--- src/rtl/logic_unit_pkg.sv ---
// logic_unit_pkg -- shared definitions for the logic_unit_pipe block.
//   OP_W  : width of the operation select field
//   op_e  : operation encoding (bitwise ops across the operand width)
package logic_unit_pkg;

  localparam int OP_W = 3;

  typedef enum logic [OP_W-1:0] {
    OP_AND  = 3'd0,
    OP_OR   = 3'd1,
    OP_XOR  = 3'd2,
    OP_NAND = 3'd3,
    OP_NOR  = 3'd4,
    OP_XNOR = 3'd5,
    OP_NOT  = 3'd6,
    OP_PASS = 3'd7
  } op_e;

endpackage

--- src/rtl/logic_unit_stage.sv ---
// logic_unit_stage -- one valid/ready pipeline register slice.
// Ports:
//   clk, rst_n          : clock, asynchronous active-low reset
//   in_valid / in_ready : upstream handshake; in_ready = !valid || out_ready
//   in_data             : payload captured on an upstream handshake
//   out_valid/out_ready : downstream handshake
//   out_data            : registered payload, held while stalled
module logic_unit_stage #(
  parameter int W = 8
) (
  input  logic         clk,
  input  logic         rst_n,
  input  logic         in_valid,
  output logic         in_ready,
  input  logic [W-1:0] in_data,
  output logic         out_valid,
  input  logic         out_ready,
  output logic [W-1:0] out_data
);

  logic         valid;
  logic [W-1:0] data;

  // Slice can take new data when empty or when its content leaves this cycle.
  assign in_ready  = !valid || out_ready;
  assign out_valid = valid;
  assign out_data  = data;

  // Payload/valid register: load on accept, empty on drain, otherwise hold.
  always_ff @(posedge clk or negedge rst_n) begin
    if (!rst_n) begin
      valid <= 1'b0;
      data  <= {W{1'b0}};
    end else if (in_valid && in_ready) begin
      valid <= 1'b1;
      data  <= in_data;
    end else if (out_ready) begin
      valid <= 1'b0;
    end else begin
      valid <= valid;
      data  <= data;
    end
  end

endmodule

--- src/rtl/logic_unit_pipe.sv ---
// logic_unit_pipe -- two-stage valid/ready pipelined bitwise logic unit.
// Stage 1 registers {op, b, a}; stage 2 registers the computed result.
// Ports:
//   clk, rst_n          : clock, asynchronous active-low reset
//   in_valid / in_ready : input handshake
//   a, b, op            : operands and operation select (logic_unit_pkg::op_e)
//   out_valid/out_ready : output handshake
//   result              : bitwise result
//   out_red             : {xor, or, and} reduction flags of result
//   txn_count           : completed output handshakes, wraps at 2^CNT_W
// Build option: define LOGIC_UNIT_PIPE_REDUCE_EN to register the reduction
// flags alongside the result; otherwise out_red is constant 3'b000.
module logic_unit_pipe
  import logic_unit_pkg::*;
#(
  parameter int WIDTH = 8,
  parameter int CNT_W = 16
) (
  input  logic             clk,
  input  logic             rst_n,
  input  logic             in_valid,
  output logic             in_ready,
  input  logic [WIDTH-1:0] a,
  input  logic [WIDTH-1:0] b,
  input  logic [2:0]       op,
  output logic             out_valid,
  input  logic             out_ready,
  output logic [WIDTH-1:0] result,
  output logic [2:0]       out_red,
  output logic [CNT_W-1:0] txn_count
);

  localparam int S1_W = OP_W + 2 * WIDTH;
`ifdef LOGIC_UNIT_PIPE_REDUCE_EN
  localparam int S2_W = WIDTH + 3;
`else
  localparam int S2_W = WIDTH;
`endif

  logic             s1_valid;
  logic             s2_ready;
  logic [S1_W-1:0]  s1_data;
  logic [WIDTH-1:0] s1_a;
  logic [WIDTH-1:0] s1_b;
  op_e              s1_op;
  logic [WIDTH-1:0] res_next;
  logic [S2_W-1:0]  s2_in;
  logic [S2_W-1:0]  s2_data;

`ifdef LOGIC_UNIT_PIPE_REDUCE_EN
  // {xor, or, and} reduction of a result word.
  function automatic logic [2:0] reduce_flags(input logic [WIDTH-1:0] v);
    reduce_flags = {^v, |v, &v};
  endfunction
`endif

  logic_unit_stage #(.W(S1_W)) u_stage1 (
    .clk       (clk),
    .rst_n     (rst_n),
    .in_valid  (in_valid),
    .in_ready  (in_ready),
    .in_data   ({op, b, a}),
    .out_valid (s1_valid),
    .out_ready (s2_ready),
    .out_data  (s1_data)
  );

  assign s1_a  = s1_data[WIDTH-1:0];
  assign s1_b  = s1_data[2*WIDTH-1:WIDTH];
  assign s1_op = op_e'(s1_data[S1_W-1:2*WIDTH]);

  // Bitwise operation on the stage-1 operands; b unused for NOT/PASS.
  always_comb begin
    res_next = {WIDTH{1'b0}};
    case (s1_op)
      OP_AND:  res_next = s1_a & s1_b;
      OP_OR:   res_next = s1_a | s1_b;
      OP_XOR:  res_next = s1_a ^ s1_b;
      OP_NAND: res_next = ~(s1_a & s1_b);
      OP_NOR:  res_next = ~(s1_a | s1_b);
      OP_XNOR: res_next = ~(s1_a ^ s1_b);
      OP_NOT:  res_next = ~s1_a;
      OP_PASS: res_next = s1_a;
      default: res_next = {WIDTH{1'b0}};
    endcase
  end

  // Flags are computed from the value being loaded, so the registered copy
  // always matches the registered result.
`ifdef LOGIC_UNIT_PIPE_REDUCE_EN
  assign s2_in = {reduce_flags(res_next), res_next};
`else
  assign s2_in = res_next;
`endif

  logic_unit_stage #(.W(S2_W)) u_stage2 (
    .clk       (clk),
    .rst_n     (rst_n),
    .in_valid  (s1_valid),
    .in_ready  (s2_ready),
    .in_data   (s2_in),
    .out_valid (out_valid),
    .out_ready (out_ready),
    .out_data  (s2_data)
  );

  assign result = s2_data[WIDTH-1:0];
`ifdef LOGIC_UNIT_PIPE_REDUCE_EN
  assign out_red = s2_data[S2_W-1:WIDTH];
`else
  assign out_red = 3'b000;
`endif

  // Completed output handshakes, wrapping naturally at 2^CNT_W.
  always_ff @(posedge clk or negedge rst_n) begin
    if (!rst_n) begin
      txn_count <= {CNT_W{1'b0}};
    end else if (out_valid && out_ready) begin
      txn_count <= txn_count + {{(CNT_W-1){1'b0}}, 1'b1};
    end else begin
      txn_count <= txn_count;
    end
  end

endmodule

--- config.mk ---
export PLATFORM = sky130hd
export DESIGN_NAME = logic_unit_pipe
export DESIGN_NICKNAME = d
export VERILOG_FILES = /design/src/rtl/logic_unit_pkg.sv /design/src/rtl/logic_unit_stage.sv /design/src/rtl/logic_unit_pipe.sv
export SDC_FILE = /design/constraint.sdc
export NUM_CORES = 1
export LEC_CHECK = 0
export ABC_AREA = 1
export CAP_MARGIN = 20
export CORE_ASPECT_RATIO = 1.75
export CORE_UTILIZATION = 25
export CTS_CLUSTER_SIZE = 28
export DETAILED_ROUTE_END_ITERATION = 10
export PLACE_DENSITY = 0.54
export REMOVE_ABC_BUFFERS = 1
export SKIP_CTS_REPAIR_TIMING = 1
export SLEW_MARGIN = 0
export SYNTH_ARGS = -nofsm -noshare
export SYNTH_HDL_FRONTEND = slang
export SYNTH_HIERARCHICAL = 1
export SYNTH_SLANG_ARGS = --single-unit
--- constraint.sdc ---
create_clock -name clk -period 2.95 [get_ports clk]
set_input_delay 0.59 -clock clk [delete_from_list [all_inputs] [get_ports clk]]
set_output_delay 0.59 -clock clk [all_outputs]
set_load 0.02 [all_outputs]
==> out/metrics.yaml <==
dp_hpwl_microns: 5090
grt_antenna_before_repair: 0
layout-drive-gt1-share_pct: 6.04
fin_setup_tns_ns: 0
synth.distinct_cells: 23
max-vdd-ir-drop_mv: 0.413
vias: 2606
initialDrtViolationCount: 95
worst_slew_pin_slew_ns: 0.798
multi_input_area_sq_mm: 0.00148
cts_max_level: 2
final_util_pct: 32.5
placed_area_sq_mm: 0.00345
cts_buffer_depth: 2
rrSetupSlack_ns: 0.99
fin_nets: 486
nFillCells: 1216
wirelength_microns: 6900
relSlewSlack_pct: 46.8
mappedNetlistArea_sq_mm: 0.00291
rr_endpoint: "u_stage2/out_data[6]"
ys_ff_latch: 45
area_delta_synth_final_pct: 25.2
status: "complete, no violations"
p_leak_nw: 1.83
clockRootBuffer: "clkbuf_16"
grt_pass1_wl_microns: 11900
top_usage_layer: "met2"
synth_area_leaders: "dfrtp_1, nand2_1, ha_1"
p_clk_share_pct: 27.9
clk_latency_ns: 0.28
drv_slew: 0
antenna_left: 0
clk_pin_slew_worst_paths_ns: 0.06
synth_top_area_share_pct: 38.7
cp-end-kind: "output pin"
rr_worst_depth: 8
drt-pass1-iter-count: 5
critPathBufInv: 4
crit_slowest_cell: "clkdlybuf4s50_1"
combPwrFrac_pct: 33.4
numCtsBuffers: 5
grt_use_total_pct: 12.2
grt_max_degree: 46
syn_area_per_cell_sq_um: 7.28
fmax_mhz: 392
viasPerCell: 4.50
cp_max_fo: 2
globalRouteMet3Util_pct: 2.04
stdcell_area_sq_mm: 0.00364
io_buffers: 48
fin_worst_skew_ns: 0.00510
cap_violations: 0
row_count: 51
crit_chain: "clkdlybuf4s50_1 > inv_1 > nand2_2 > inv_1 > nand2_2 > clkdlybuf4s50_1"
startpoint_type: "input pin"
clock-sinks: 45
r2r_start: "u_stage1/out_data[16]"
layout_common_cells: "nand2_1, inv_1, clkdlybuf4s50_1, dfrtp_1, nand3_1"
antenna-diode-count: 0
die_x_microns: 83.6
hold_viol_final: 0
finalCritPeriodShare_pct: 86.5
core_area_sq_mm: 0.0112
power_frac_seq_pct: 38.7
cts_tree: "done"
grt_overflow_total: 0
final_common_cell: "nand2_1"
synthCells: 400
p_int_w: 0.00152
dieArea_sq_mm: 0.0121
worstSetupPathType: "input pin to output pin"
hp-class: "input pin to async pin"
worst_slack_ns: 0.400
placed_cells: 570
switching_share_pct: 35.0
ys_warn_count: 6
gp_congestion: 0.751
post_drt_wl_per_cell_microns: 11.9
crit_family: "buffers and inverters"
ys_seq_area_share_pct: 38.7
seqCellArea_sq_mm: 0.00113
rsz0062_at_grt: "false"
setup_viol: 0
preCtsSetupSlack_ns: 0.388
stdcell_count: 579
switchingPower_w: 0.000817
drc: 0
cp_data_required_time_ns: 2.36
critPathMaxStageDelay_ns: 0.61
p_per_area_mw_per_mm2: 640
die_height_microns: 145
grtUsageMet1_pct: 13.0
initial_utilization_pct: 25.9
ios: 52
synth_area_leader_cell: "dfrtp_1"
first_global_vias: 2564
crit_arrival_ns: 1.96
layout_min_cycle_time_ns: 2.55
use_met2_pct: 23.7
-- synth_stat cells, drive strengths merged --
master    n
buf      15
conb      1
dfrtp    45
ha       17
inv      49
nand2   147
nand3    43
nand3b   10
nand4    12
nor2     39
nor3      5
o21ai     9
o21bai    1
xnor2     2
xor2      5
-- power groups by stage --
| stage | registers (W) | logic, W | clock network (W) |
|---|---|---|---|
| floorplan | 0.000986 | 0.000354 | 0 |
| CTS | 0.000907 | 0.000788 | 0.000671 |
| finish | 0.000903 | 0.000780 | 0.000650 |
| global placement | 0.000914 | 0.000765 | 0 |
| global route | 0.000932 | 0.000873 | 0.000695 |
| detailed placement | 0.000916 | 0.000783 | 0 |
-- flip-flops by register name (all words and copies together) (netlist names) --
register	cells
u_stage2/out_data	8
txn_count	16
u_stage2/out_valid	1
u_stage1/out_valid	1
u_stage1/out_data	19
-- metrics by stage --
stage               hold WS, ns  total power (W)
floorplan                 0.294          0.00134
global placement          0.471          0.00168
detailed placement        0.473          0.00170
CTS                       0.488          0.00237
global route              0.275          0.00250
finish                    0.244          0.00233
-- per-layer routing --
layer | wire [microns] | vias up
li1 | - | 1331
met1 | 2770 | 1203
met2 | 3800 | 66
met3 | 257 | 6
met4 | 77 | 0
met5 | 0 | -
-- logic make-up (layout without fill, tap and decap cells) --
kind of cell,Yosys count,count (layout),synth area share (%)
AOI/OAI and AO/OA,10,10,1.80
xor gates and xnor gates,7,7,2.11
adders and majority gates,17,17,7.31
buffers and inverters,64,109,10.8
DFF,45,45,38.7
other,1,3,0.129
and+or+nand+nor,256,256,39.2
-- worst max path at each step --
stage | from | to | slack (ns) | cells after the start
2_1_floorplan | out_ready | u_stage1/out_data[0] | 1.18 | 7
5_1_grt | out_ready | in_ready | 0.32 | 6
6_report | out_ready | in_ready | 0.40 | 6
3_3_place_gp | out_ready | in_ready | 0.37 | 6
4_1_cts | out_ready | in_ready | 0.37 | 6
3_5_place_dp | out_ready | in_ready | 0.39 | 6
-- final cells by class --
cell class                 count  share of cell area (%)
clock buffer                   7                    3.91
tap                          132                    4.53
clock inverter                 1                   0.824
multi-input combinational    293                    40.6
sequential                    45                    30.9
timing repair buffer          52                    14.2
inverter                      49                    5.05
Note: power is estimated with default switching activity, not from simulation.
